--- src/rtl/div_sched.sv ---
// div_sched: multi-cycle restoring divider for DIV/DIVU, one quotient bit per cycle.
// Optional macro DIV_FAST_BYZERO_EN short-circuits a zero divisor through BYZERO.
module div_sched #(
  parameter int DATA_W = 32
) (
  input  logic                  clk,
  input  logic                  rst,
  input  logic                  signed_div_i,
  input  logic [DATA_W-1:0]     opdata1_i,
  input  logic [DATA_W-1:0]     opdata2_i,
  input  logic                  start_i,
  input  logic                  annul_i,
  output logic [2*DATA_W-1:0]   result_o,
  output logic                  ready_o
);
  localparam int CW = $clog2(DATA_W + 1);
  localparam logic [CW-1:0] LAST = CW'(DATA_W);
  localparam logic [1:0] FREE = 2'd0;
`ifdef DIV_FAST_BYZERO_EN
  localparam logic [1:0] BYZERO = 2'd1;
`endif
  localparam logic [1:0] ON = 2'd2;
  localparam logic [1:0] END = 2'd3;
  logic [1:0]          state_q, state_d;
  logic [CW-1:0]       cnt_q, cnt_d;
  logic [2*DATA_W:0]   dividend_q, dividend_d;
  logic [DATA_W-1:0]   divisor_q, divisor_d;
  logic                qneg_q, qneg_d, rneg_q, rneg_d;
  logic [2*DATA_W-1:0] result_q, result_d;
  logic                ready_q, ready_d;
  logic [DATA_W:0]     t;
  logic [DATA_W-1:0]   mag1, mag2, quo, rem;
  // dividend_q layout: [2W:W+1] partial remainder, [W:1] pending dividend bits / quotient, [0] newest quotient bit
  always_comb begin
    t = {1'b0, dividend_q[2*DATA_W-1:DATA_W]} - {1'b0, divisor_q};
    mag1 = (signed_div_i && opdata1_i[DATA_W-1]) ? -opdata1_i : opdata1_i;
    mag2 = (signed_div_i && opdata2_i[DATA_W-1]) ? -opdata2_i : opdata2_i;
    quo = qneg_q ? -dividend_q[DATA_W-1:0] : dividend_q[DATA_W-1:0];
    rem = rneg_q ? -dividend_q[2*DATA_W:DATA_W+1] : dividend_q[2*DATA_W:DATA_W+1];
    state_d = state_q;
    cnt_d = cnt_q;
    dividend_d = dividend_q;
    divisor_d = divisor_q;
    qneg_d = qneg_q;
    rneg_d = rneg_q;
    result_d = result_q;
    ready_d = ready_q;
    case (state_q)
      FREE: begin
        result_d = '0;
        ready_d = 1'b0;
        cnt_d = '0;
        if (start_i && !annul_i) begin
          state_d = ON;
          dividend_d = {{DATA_W{1'b0}}, mag1, 1'b0};
          divisor_d = mag2;
          qneg_d = signed_div_i && (opdata1_i[DATA_W-1] ^ opdata2_i[DATA_W-1]);
          rneg_d = signed_div_i && opdata1_i[DATA_W-1];
`ifdef DIV_FAST_BYZERO_EN
          if (opdata2_i == '0) state_d = BYZERO;
`endif
        end
      end
`ifdef DIV_FAST_BYZERO_EN
      BYZERO: begin
        state_d = END;
        result_d = '0;
      end
`endif
      ON: begin
        if (annul_i) begin
          state_d = FREE;
          cnt_d = '0;
          ready_d = 1'b0;
        end else if (cnt_q != LAST) begin
          dividend_d = t[DATA_W] ? {dividend_q[2*DATA_W-1:0], 1'b0}
                                 : {t[DATA_W-1:0], dividend_q[DATA_W-1:0], 1'b1};
          cnt_d = cnt_q + 1'b1;
        end else begin
          state_d = END;
          cnt_d = '0;
          result_d = {rem, quo};
          ready_d = 1'b1;
        end
      end
      default: begin
        state_d = start_i ? END : FREE;
        result_d = start_i ? result_q : '0;
        ready_d = start_i;
      end
    endcase
  end
  always_ff @(posedge clk) begin
    if (rst) begin
      state_q <= FREE;
      cnt_q <= '0;
      dividend_q <= '0;
      divisor_q <= '0;
      qneg_q <= 1'b0;
      rneg_q <= 1'b0;
      result_q <= '0;
      ready_q <= 1'b0;
    end else begin
      state_q <= state_d;
      cnt_q <= cnt_d;
      dividend_q <= dividend_d;
      divisor_q <= divisor_d;
      qneg_q <= qneg_d;
      rneg_q <= rneg_d;
      result_q <= result_d;
      ready_q <= ready_d;
    end
  end
  assign result_o = result_q;
  assign ready_o = ready_q;
endmodule

--- config.mk ---
export PLATFORM = sky130hd
export DESIGN_NAME = div_sched
export DESIGN_NICKNAME = d
export VERILOG_FILES = /design/src/rtl/div_sched.sv
export SDC_FILE = /design/constraint.sdc
export NUM_CORES = 1
export LEC_CHECK = 0
export BUFFER_PORTS_ARGS = -buffer_cell sky130_fd_sc_hd__buf_2
export CAP_MARGIN = 20
export CORE_MARGIN = 10
export CORE_UTILIZATION = 53
export CTS_CLUSTER_SIZE = 30
export DETAILED_ROUTE_END_ITERATION = 12
export PLACE_DENSITY = 0.77
export RECOVER_POWER = 100
export SLEW_MARGIN = 30
export SYNTH_ARGS = -nofsm -noshare
export SYNTH_HDL_FRONTEND = slang
export SYNTH_SLANG_ARGS = --single-unit
--- constraint.sdc ---
create_clock -name clk -period 3.1 [get_ports clk]
set_input_delay 0.155 -clock clk [delete_from_list [all_inputs] [get_ports clk]]
set_output_delay 0.155 -clock clk [all_outputs]
set_load 0.05 [all_outputs]
==> out/results.tsv <==
stage	metric	value	unit
drt	drt via density	5.72	
drt	initial DRC count	835	
timing	worst slew pin tran	1.31	ns
synthesis	Post-Synth XOR/XNOR Area	0.120	
global_route	met2 global-route usage	0.302	
place	GPL Wtd Cong	0.902	
synthesis	Synth cell types	62	
synthesis	post-synthesis adder-cell area fraction	0.0479	
timing	crit share post-route	0.962	
clock_tree	Max clock buf depth	2	
hold_path	hold path startpoint	opdata2_i[20]	
synthesis	post-synthesis mux area share	0.0257	
power	peak supply drop	318	uV
floorplanning	die area	26100	um2
place	DP Wirelength	22.3	mm
place	I/O Buffers	133	
setup_path	Worst R2R End	result_o[61]	
synthesis	top_reg_cell synth	dfxtp_1	
setup_path	crit-path cells	nor4_4 -> nand2_2 -> or4_4 -> or4_4 -> or4_4 -> or2_4 -> o41ai_4 -> xnor2_1 -> a22o_1	
floorplanning	I/O pins	134	
place	worst slack at placement	0.0874	ns
layout	NumNets Final	1577	
drt	wire per inst	16.7	um
global_route	Most Used Layer, Global Route	met1	
clock_tree	H-tree depth	4	
drt	Residual DRC	0	
setup_path	CP required	3.43	ns
timing	RSZ-0062 raised after global routing	false	
global_route	met3 GRT Util	0.0536	
setup_path	Top cell by count, worst path	or4_4	
synthesis	simple-gate share of the synthesized area	0.185	
timing	final setup fails	0	
setup_path	delay-heaviest family, CP	simple AND/OR/NAND/NOR gates	
layout	layout filler cell count	1751	
synthesis	synthesized cell area	10600	um2
global_route	number of global-route vias before repair	9190	
drt	1st-pass router iterations	5	
setup_path	CP max stage cell	or4_4	
global_route	first-pass GRT wire length	47.2	mm
synthesis	Synth Area per Inst	7.92	um2
hold_path	Hold Path End	divisor_q[20]	
power	Pleak	5.09	nW
timing	Worst Skew	0.00914	ns
clock_tree	clk_lat worst skew	0.44	ns
setup_path	slowest stage delay, CP	0.46	ns
power	P_int	0.00394	W
layout	Finished Layout Cells	1746	
setup_path	CP Capture Type	register	
status	status	completed	
setup_path	setup slack, reg-to-reg	0.12	ns
setup_path	crit path kind	reg2reg	
timing	Achievable Freq	335	MHz
floorplanning	total core area	19600	um2
hold_path	worst hold stages	3	
power	PwrDens	447	nW/um2
setup_path	Worst R2R Start	dividend_q[38]	
drt	post-route ant nets	0	
drt	routed wire length	29.1	mm
global_route	M1 GR Usage	0.318	
clock_tree	CTS tree	done	
synthesis	number of synthesized register bits	172	
synthesis	sequential element share of the synthesized area	0.325	
synthesis	Mapped Nets	1448	
place	placed insts	1714	
layout	Area Overhead vs Synth	15.5	%
floorplanning	die width	161	um
power	sw frac	0.280	
run	max-cap violation count	0	
timing	Sum Neg Setup Slack	0	ns
global_route	GRT Total Usage	0.215	
setup_path	crit path buf inv count	0	
clock_tree	Root Driver	clkbuf_16	
floorplanning	num rows	51	
setup_path	R2R depth	9	
hold_path	worst hold path type	in2reg	
power	Power Total	0.00548	W
clock_tree	CTS Buf Count	17	
power	sw power	0.00154	W
synthesis	EDFF count, synth	0	
global_route	initial antenna violation count	1	
clock_tree	Clock transition at path regs	0.07	ns
floorplanning	Initial Utilization	0.541	
synthesis	Syn. warnings	0	
timing	final count of pins violating max slew	0	
global_route	global route overflow	0	
clock_tree	clock sink count	172	
global_route	largest net degree at the start of global routing	75	
timing	Slew HR	0.126	
drt	Vias	9979	
synthesis	largest family of logic cells by synthesized area	compound AO/OA/AOI/OAI gates	
setup_path	critical path launch point type	register	
timing	Fin. Hold Viols	0	
synthesis	Synth Area in Compound Gates	0.249	
setup_path	critical path fanouts, max	5	
power	Reg power frac	0.429	
synthesis	Syn Inst Count	1339	
power	Comb pwr share	0.164	
setup_path	Worst EP arrival	3.31	ns
clock_tree	hold buffer count at CTS	0	
floorplanning	Die Y	161	um
power	Clock Power Share	0.407	
layout	share of cells above drive strength 1	0.115	
synthesis	Post-synth ARST share	0	
timing	min Tclk post-route	2.98	ns
timing	Final Worst Setup Slack	0.118	ns
[worst min-delay path: cells and delay by family]
| family | cells | cell delay (ns) |
|---|---|---|
| compound gates | 1 | 0.06 |
| xor+xnor | 1 | 0.11 |
| buf+inv | 1 | 0.09 |
[metal layers]
metal | share of wire | up-vias
met3 | 0.082 | 27
met5 | 0 | -
li1 | - | 5059
met1 | 0.50 | 4587
met4 | 0.0095 | 0
met2 | 0.41 | 306
[repair_timing]
action / CTS / global route
buffers inserted: 0 / 0
resized for setup: 0 / 6
endpoints found under the setup margin: 0 / 34
[placed cells by master, fill, tap and decap left out, types with 17 or more instances in the layout]
| master | instances |
|---|---|
| o21ai_0 | 74 |
| a21o_1 | 18 |
| dfxtp_1 | 171 |
| mux2i_1 | 25 |
| buf_4 | 47 |
| nand2_1 | 117 |
| nor3_1 | 31 |
| clkbuf_16 | 17 |
| nand3_1 | 24 |
| a21oi_1 | 97 |
| xnor2_1 | 84 |
| a22oi_1 | 26 |
| clkbuf_1 | 68 |
| a22o_1 | 27 |
| o31ai_1 | 25 |
| ha_1 | 39 |
| a211oi_1 | 37 |
| nor2_1 | 160 |
| inv_1 | 59 |
| a31oi_1 | 20 |
| xor2_1 | 61 |
| buf_2 | 66 |
[cell type report]
type | instances | area (um2) | share of cell area
Antenna cell | 1 | 2.50 | 0.000204
Clock inverter | 12 | 160 | 0.0131
Tap cell | 265 | 332 | 0.0271
Clock buffer | 19 | 453 | 0.0370
Timing Repair Buffer | 185 | 965 | 0.0788
Sequential cell | 172 | 3440 | 0.281
Inverter | 59 | 221 | 0.0181
Multi-Input combinational cell | 1033 | 6670 | 0.545
[worst max-delay path by stage]
stage,from,to,cells after the start
2_1_floorplan,dividend_q[35],result_o[61],10
3_3_place_gp,dividend_q[35],result_o[61],9
3_5_place_dp,dividend_q[35],result_o[61],9
4_1_cts,dividend_q[35],result_o[61],9
5_1_grt,dividend_q[38],result_o[61],9
6_report,dividend_q[38],result_o[61],9
[cell families (layout without fill, tap and decap cells)]
group,count (synthesis),after routing
xor+xnor,145,145
buf+inv,134,275
flops,172,172
compound gates,397,397
mux,27,27
other cells,0,1
simple gates,424,424
fa+ha+maj,40,40
[metrics by stage]
| stage | hold WS, ns | utilization | instance area, um2 |
|---|---|---|---|
| after floorplan | 0.291 | - | 10600 |
| after detailed placement | 0.449 | 0.600 | 11800 |
| after CTS | 0.0200 | 0.631 | 12400 |
| after global routing | 0.0454 | 0.625 | 12200 |
| final | 0.0336 | 0.625 | 12200 |
| after global placement | 0.439 | 0.600 | 11800 |
[cells in the mapped netlist, types with 26 or more instances]
master / instances / share of area
a211oi_1: 37 / 0.026
a21oi_1: 98 / 0.046
a22o_1: 27 / 0.022
a22oi_1: 26 / 0.018
clkbuf_1: 68 / 0.024
dfxtp_1: 172 / 0.32
ha_1: 39 / 0.046
inv_1: 59 / 0.021
nand2_1: 117 / 0.041
nor2_1: 160 / 0.057
nor3_1: 31 / 0.015
o21ai_0: 75 / 0.035
xnor2_1: 84 / 0.069
xor2_1: 61 / 0.050
[flip-flops by register name, indices dropped and copies added (netlist names)]
name        cells
dividend_q     65
ready_o         1
state_q         2
rneg_q          1
qneg_q          1
divisor_q      32
cnt_q           6
result_o       64
[power by group through the flow]
stage / registers (W) / clock network (W) / logic [W]
after CTS: 0.00235 / 0.00226 / 0.000892
final: 0.00235 / 0.00223 / 0.000897
after global routing: 0.00236 / 0.00234 / 0.000998
after global placement: 0.00239 / 0 / 0.000872
after detailed placement: 0.00240 / 0 / 0.000886
after floorplan: 0.00238 / 0 / 0.000638
(Power assumes the default switching activity.)
